<file path="src/rtl/multdiv_sched.sv">
`default_nettype none
// ============================================================================
// Module   : multdiv_sched
// Purpose  : Issue and writeback controller for the shared multiply/divide
//            unit. Latches one op, pulses the unit start, stalls dependent
//            decode, and writes the result (or an rstatus code to r30) into
//            free register-file write-port cycles.
// Revision : 1.0 - initial release
// ============================================================================
module multdiv_sched #(
  parameter int TIMEOUT = 64
) (
  input  logic        clock,
  input  logic        reset,
  input  logic        issue_valid,
  input  logic        issue_is_mult,
  input  logic [4:0]  issue_rd,
  input  logic [31:0] issue_a,
  input  logic [31:0] issue_b,
  input  logic [4:0]  dec_rs,
  input  logic [4:0]  dec_rt,
  input  logic [4:0]  dec_rd,
  input  logic        dec_writes,
  output logic        stall,
  output logic        md_ctrl_mult,
  output logic        md_ctrl_div,
  output logic [31:0] md_a,
  output logic [31:0] md_b,
  input  logic [31:0] md_result,
  input  logic        md_ready,
  input  logic        md_exception,
  input  logic        wb_pipe_valid,
  output logic        rf_we,
  output logic [4:0]  rf_rd,
  output logic [31:0] rf_data,
  output logic        busy
);

  // Watchdog must be able to hold TIMEOUT-1, the value seen in the last RUN cycle.
  localparam int WDW = (TIMEOUT > 1) ? $clog2(TIMEOUT) : 1;
  localparam logic [WDW-1:0] WD_LAST = WDW'(TIMEOUT - 1);

  localparam logic [4:0]  EXC_RD       = 5'd30;
  localparam logic [31:0] EXC_CODE_MUL = 32'd4;
  localparam logic [31:0] EXC_CODE_DIV = 32'd5;

  typedef enum logic [1:0] {
    S_IDLE  = 2'd0,
    S_START = 2'd1,
    S_RUN   = 2'd2,
    S_WB    = 2'd3
  } state_t;

  state_t          state_q, state_d;
  logic [4:0]      pend_rd_q, pend_rd_d;
  logic            pend_mult_q, pend_mult_d;
  logic [31:0]     res_q, res_d;
  logic [31:0]     a_q, a_d;
  logic [31:0]     b_q, b_d;
  logic [WDW-1:0]  wd_q, wd_d;
  logic            ctrl_mult_q, ctrl_mult_d;
  logic            ctrl_div_q, ctrl_div_d;

  logic            w_busy;
  logic            w_hazard;
  logic [31:0]     w_exc_code;

  // State and datapath registers; reset drops any pending op.
  always_ff @(posedge clock or negedge reset) begin
    if (!reset) begin
      state_q     <= S_IDLE;
      pend_rd_q   <= 5'd0;
      pend_mult_q <= 1'b0;
      res_q       <= 32'd0;
      a_q         <= 32'd0;
      b_q         <= 32'd0;
      wd_q        <= '0;
      ctrl_mult_q <= 1'b0;
      ctrl_div_q  <= 1'b0;
    end else begin
      state_q     <= state_d;
      pend_rd_q   <= pend_rd_d;
      pend_mult_q <= pend_mult_d;
      res_q       <= res_d;
      a_q         <= a_d;
      b_q         <= b_d;
      wd_q        <= wd_d;
      ctrl_mult_q <= ctrl_mult_d;
      ctrl_div_q  <= ctrl_div_d;
    end
  end

  assign w_exc_code = pend_mult_q ? EXC_CODE_MUL : EXC_CODE_DIV;

  // Next-state logic; the start pulse is registered so it lines up with START.
  always_comb begin
    state_d     = state_q;
    pend_rd_d   = pend_rd_q;
    pend_mult_d = pend_mult_q;
    res_d       = res_q;
    a_d         = a_q;
    b_d         = b_q;
    wd_d        = wd_q;
    ctrl_mult_d = 1'b0;
    ctrl_div_d  = 1'b0;
    case (state_q)
      S_IDLE: begin
        if (issue_valid) begin
          a_d         = issue_a;
          b_d         = issue_b;
          pend_rd_d   = issue_rd;
          pend_mult_d = issue_is_mult;
          ctrl_mult_d = issue_is_mult;
          ctrl_div_d  = ~issue_is_mult;
          state_d     = S_START;
        end
      end
      S_START: begin
        // md_ready is deliberately not looked at here.
        wd_d    = '0;
        state_d = S_RUN;
      end
      S_RUN: begin
        wd_d = wd_q + WDW'(1);
        if (md_ready) begin
          if (md_exception) begin
            res_d     = w_exc_code;
            pend_rd_d = EXC_RD;
          end else begin
            res_d = md_result;
          end
          state_d = S_WB;
        end else if (wd_q == WD_LAST) begin
          // Unit never answered: complete as an exception.
          res_d     = w_exc_code;
          pend_rd_d = EXC_RD;
          state_d   = S_WB;
        end
      end
      S_WB: begin
        if (!wb_pipe_valid) begin
          state_d = S_IDLE;
        end
      end
      default: state_d = S_IDLE;
    endcase
  end

  // Decode hazard detection against the pending destination and writeback drive.
  always_comb begin
    w_busy   = (state_q != S_IDLE);
    w_hazard = (pend_rd_q != 5'd0) &&
               ((dec_rs == pend_rd_q) || (dec_rt == pend_rd_q) ||
                (dec_writes && (dec_rd == pend_rd_q)));
    stall    = w_busy && (issue_valid || w_hazard);
    rf_we    = (state_q == S_WB) && !wb_pipe_valid && (pend_rd_q != 5'd0);
    rf_rd    = (state_q == S_WB) ? pend_rd_q : 5'd0;
    rf_data  = (state_q == S_WB) ? res_q : 32'd0;
  end

  assign busy         = w_busy;
  assign md_ctrl_mult = ctrl_mult_q;
  assign md_ctrl_div  = ctrl_div_q;
  assign md_a         = a_q;
  assign md_b         = b_q;

endmodule
`default_nettype wire

</file>
<file path="config.mk">
export PLATFORM = sky130hd
export DESIGN_NAME = multdiv_sched
export DESIGN_NICKNAME = d
export VERILOG_FILES = /design/src/rtl/multdiv_sched.sv
export SDC_FILE = /design/constraint.sdc
export NUM_CORES = 1
export LEC_CHECK = 0
export BUFFER_PORTS_ARGS = -buffer_cell sky130_fd_sc_hd__buf_2
export CAP_MARGIN = 25
export CORE_MARGIN = 2
export CORE_UTILIZATION = 50
export CTS_CLUSTER_DIAMETER = 120
export DETAILED_ROUTE_END_ITERATION = 8
export PLACE_DENSITY = 0.87
export REMOVE_ABC_BUFFERS = 1
export SYNTH_ARGS = -nofsm -noshare
export SYNTH_HDL_FRONTEND = slang
export SYNTH_SLANG_ARGS = --single-unit
</file>
<file path="constraint.sdc">
create_clock -name clock -period 4.3 [get_ports clock]
set_input_delay 0.86 -clock clock [delete_from_list [all_inputs] [get_ports clock]]
set_output_delay 0.86 -clock clock [all_outputs]
set_load 0.02 [all_outputs]
</file>
==> impl_metrics.tcl <==
set metrics [dict create \
    fin_nets 704 \
    gp_congestion 0.823 \
    required_ns 3.44 \
    path_class "reg2out" \
    clockRootBuffer "clkbuf_8" \
    final_layout_size_suffix_gt1_frac 0.557 \
    min_period_ns 2.92 \
    wirelength_um 11300 \
    hold_viol 0 \
    die_w_um 102 \
    worstMarginPinSlew_ns 1.05 \
    cp.arrival_ns 2.06 \
    slew_violations 0 \
    drt-initial-drc-count 88 \
    place_area_mm2 0.00599 \
    synth_area_mm2 0.00479 \
    antenna_left 0 \
    end_kind "output port" \
    maxCapViolations 0 \
    area_growth_pct 29.2 \
    grt_pass1_wl_um 17200 \
    clock_latency_ns 0.36 \
    max_freq_mhz 342 \
    yosys_warnings 0 \
    startpoint "state_q[1]$_DFFE_PN0P_" \
    drc 0 \
    outcome "completed" \
    skew_ns 0.0174 \
    clock_sinks 112 \
    syn_area_per_cell_um2 13.4 \
    min_period_over_period 0.679 \
    io_buffers 229 \
    synth_top_cell_area_share 0.585 \
    finalSetupTns_ns 0 \
    wl_per_cell_um 15.9 \
    finalInstanceArea_mm2 0.00619 \
    syn_inst 357 \
    seq_area_frac_synth 0.585 \
    design.die.area_mm2 0.0104 \
    worstReg2RegStart "wd_q[0]$_DFFE_PN0P_" \
    ys_ff_latch 112 \
    synth_area_leaders "dfrtp_1 (58%), mux2_2 (15%), a22o_1 (5.5%)" \
    cp_max_fo 39 \
    clk_pin_slew_ns 0.10 \
    dr.pass1.iters 4 \
    synth_cell_types 42 \
    antenna_found_initial 0 \
    start_kind "flip-flop" \
    ctsHoldBuffers 0 \
    pin_count 230 \
    vias 3592 \
    cts_tree "built" \
    coreArea_mm2 0.00928 \
    vias_per_cell 5.07 \
    post_cts_resized 0 \
    grt-ovfl-total 0 \
    grt_start_max_net_pins 82 \
    synth_edf_count 0 \
    yosys.area.top_type "dfrtp_1" \
    htreeDepth 3 \
    setup_viol 0 \
    die_h_um 102 \
    power.density_mw_per_mm2 733 \
    grt_pass1_vias 3701 \
    grtUsageTotal 0.213 \
    finalPower_mw 4.54 \
    relSlewSlack 0.298 \
    post-dp-hpwl_um 8560 \
    clk_path_buf_depth 2 \
    ir_worst_vdd_mv 0.438 \
    post_cts_buffers 0 \
    row_count 35 \
    rsz0062_at_grt "no" \
    antenna_cells 0 \
    cts_buffers 9 \
    synth-async-reset-ratio 1.00 \
    synth_ff_type "dfrtp_1" \
    min_path_type "in2async" \
    hold_slack_ns 0.359 \
    leakage_nw 3.17 \
    initial_core_util 0.516 \
]
-- metal layers --
layer / part of all wire / routed length (um) / global-route usage / up-vias
met5: 0 / 0 / 0 / -
met4: 0.013 / 148 / 0.0738 / 0
met3: 0.096 / 1080 / 0.0725 / 15
met2: 0.49 / 5590 / 0.365 / 170
met1: 0.40 / 4470 / 0.253 / 1731
li1: - / - / - / 1676
-- flip-flops by register name, indices dropped and copies added (netlist names) --
name,count
pend_mult_q,1
md_a,32
pend_rd_q,5
state_q,2
res_q,32
wd_q,6
md_b,32
md_ctrl_mult,1
md_ctrl_div,1
-- worst paths after layout --
check	endpoint	slack, ns	depth (start not counted)
worst max register to register	res_q[0]$_DFFE_PN0P_	1.94	5
worst max-delay path	rf_we	1.38	3
worst min-delay path	md_a[20]$_DFFE_PN0P_	0.36	1
max in group asynchronous	md_b[26]$_DFFE_PN0P_	2.92	3
min in group clock	res_q[30]$_DFFE_PN0P_	0.50	1
worst min register to register	res_q[30]$_DFFE_PN0P_	0.50	1
-- where the power goes --
part           internal [mW]  total (mW)  switching (mW)
sequential              1.56        1.85           0.290
combinational          0.928        2.13            1.21
clock                  0.214       0.561           0.346
total                   2.70        4.54            1.84
-- worst max-delay path, stage by stage, from the launching register on --
cell and delay, ns:
dfrtp_1 0.41, ha_1 0.82, nor3b_1 0.27, buf_2 0.19
-- cell type report --
| cell class | count | area [um2] |
|---|---|---|
| multi-input cells | 210 | 1820 |
| inverters | 10 | 37.5 |
| clock buffers | 10 | 128 |
| repair buffers | 233 | 1200 |
| well taps | 129 | 161 |
| fillers | 723 | 3090 |
| clock inverters | 5 | 43.8 |
| flip-flops and latches | 112 | 2800 |
-- cell families after synthesis --
logic type,synth area share
buffers and inverters,0.0358
multiplexers,0.156
AND/OR/NAND/NOR,0.0940
AO/OA/AOI/OAI,0.0898
XOR/XNOR,0.0292
adder cells (fa/ha/maj),0.0104
flip-flops,0.585
-- Yosys cell counts (2+ instances only) --
library cell	instances
ha_1	4
a22o_1	30
buf_4	3
buf_6	2
o21ai_0	7
mux2_2	65
and2_1	37
dfrtp_1	112
buf_2	11
nor2_1	5
nor3_1	2
xor2_1	11
nand3_1	5
nand4_1	2
nand2_1	6
xnor2_1	5
nor3b_1	2
inv_1	10
a21oi_1	4
clkbuf_1	9
a31oi_1	2
o32a_1	3
-- stage by stage --
step                utilization  setup slack (ns)  instances
finish                    0.667              1.38        709
global route              0.667              1.17        709
CTS                       0.664              1.35        708
detailed placement        0.646              1.56        693
global placement          0.646              1.60        693
floorplan                     -              1.42        332
-- cells in the final DEF, fill, tap and decap left out, types with 2 or more instances in the layout --
master	n
a21oi_1	4
nand3_1	5
clkbuf_8	9
a31oi_1	2
clkinv_4	2
inv_1	10
ha_1	4
nand2_1	5
xor2_1	11
xnor2_1	5
nor2_1	5
o32a_1	3
nor3_1	2
mux2_2	65
nand4_1	2
buf_2	228
a22o_1	30
buf_4	4
and2_1	37
o21ai_0	7
clkinvlp_4	2
nor3b_1	2
dfrtp_1	112
(Power assumes the default switching activity.)
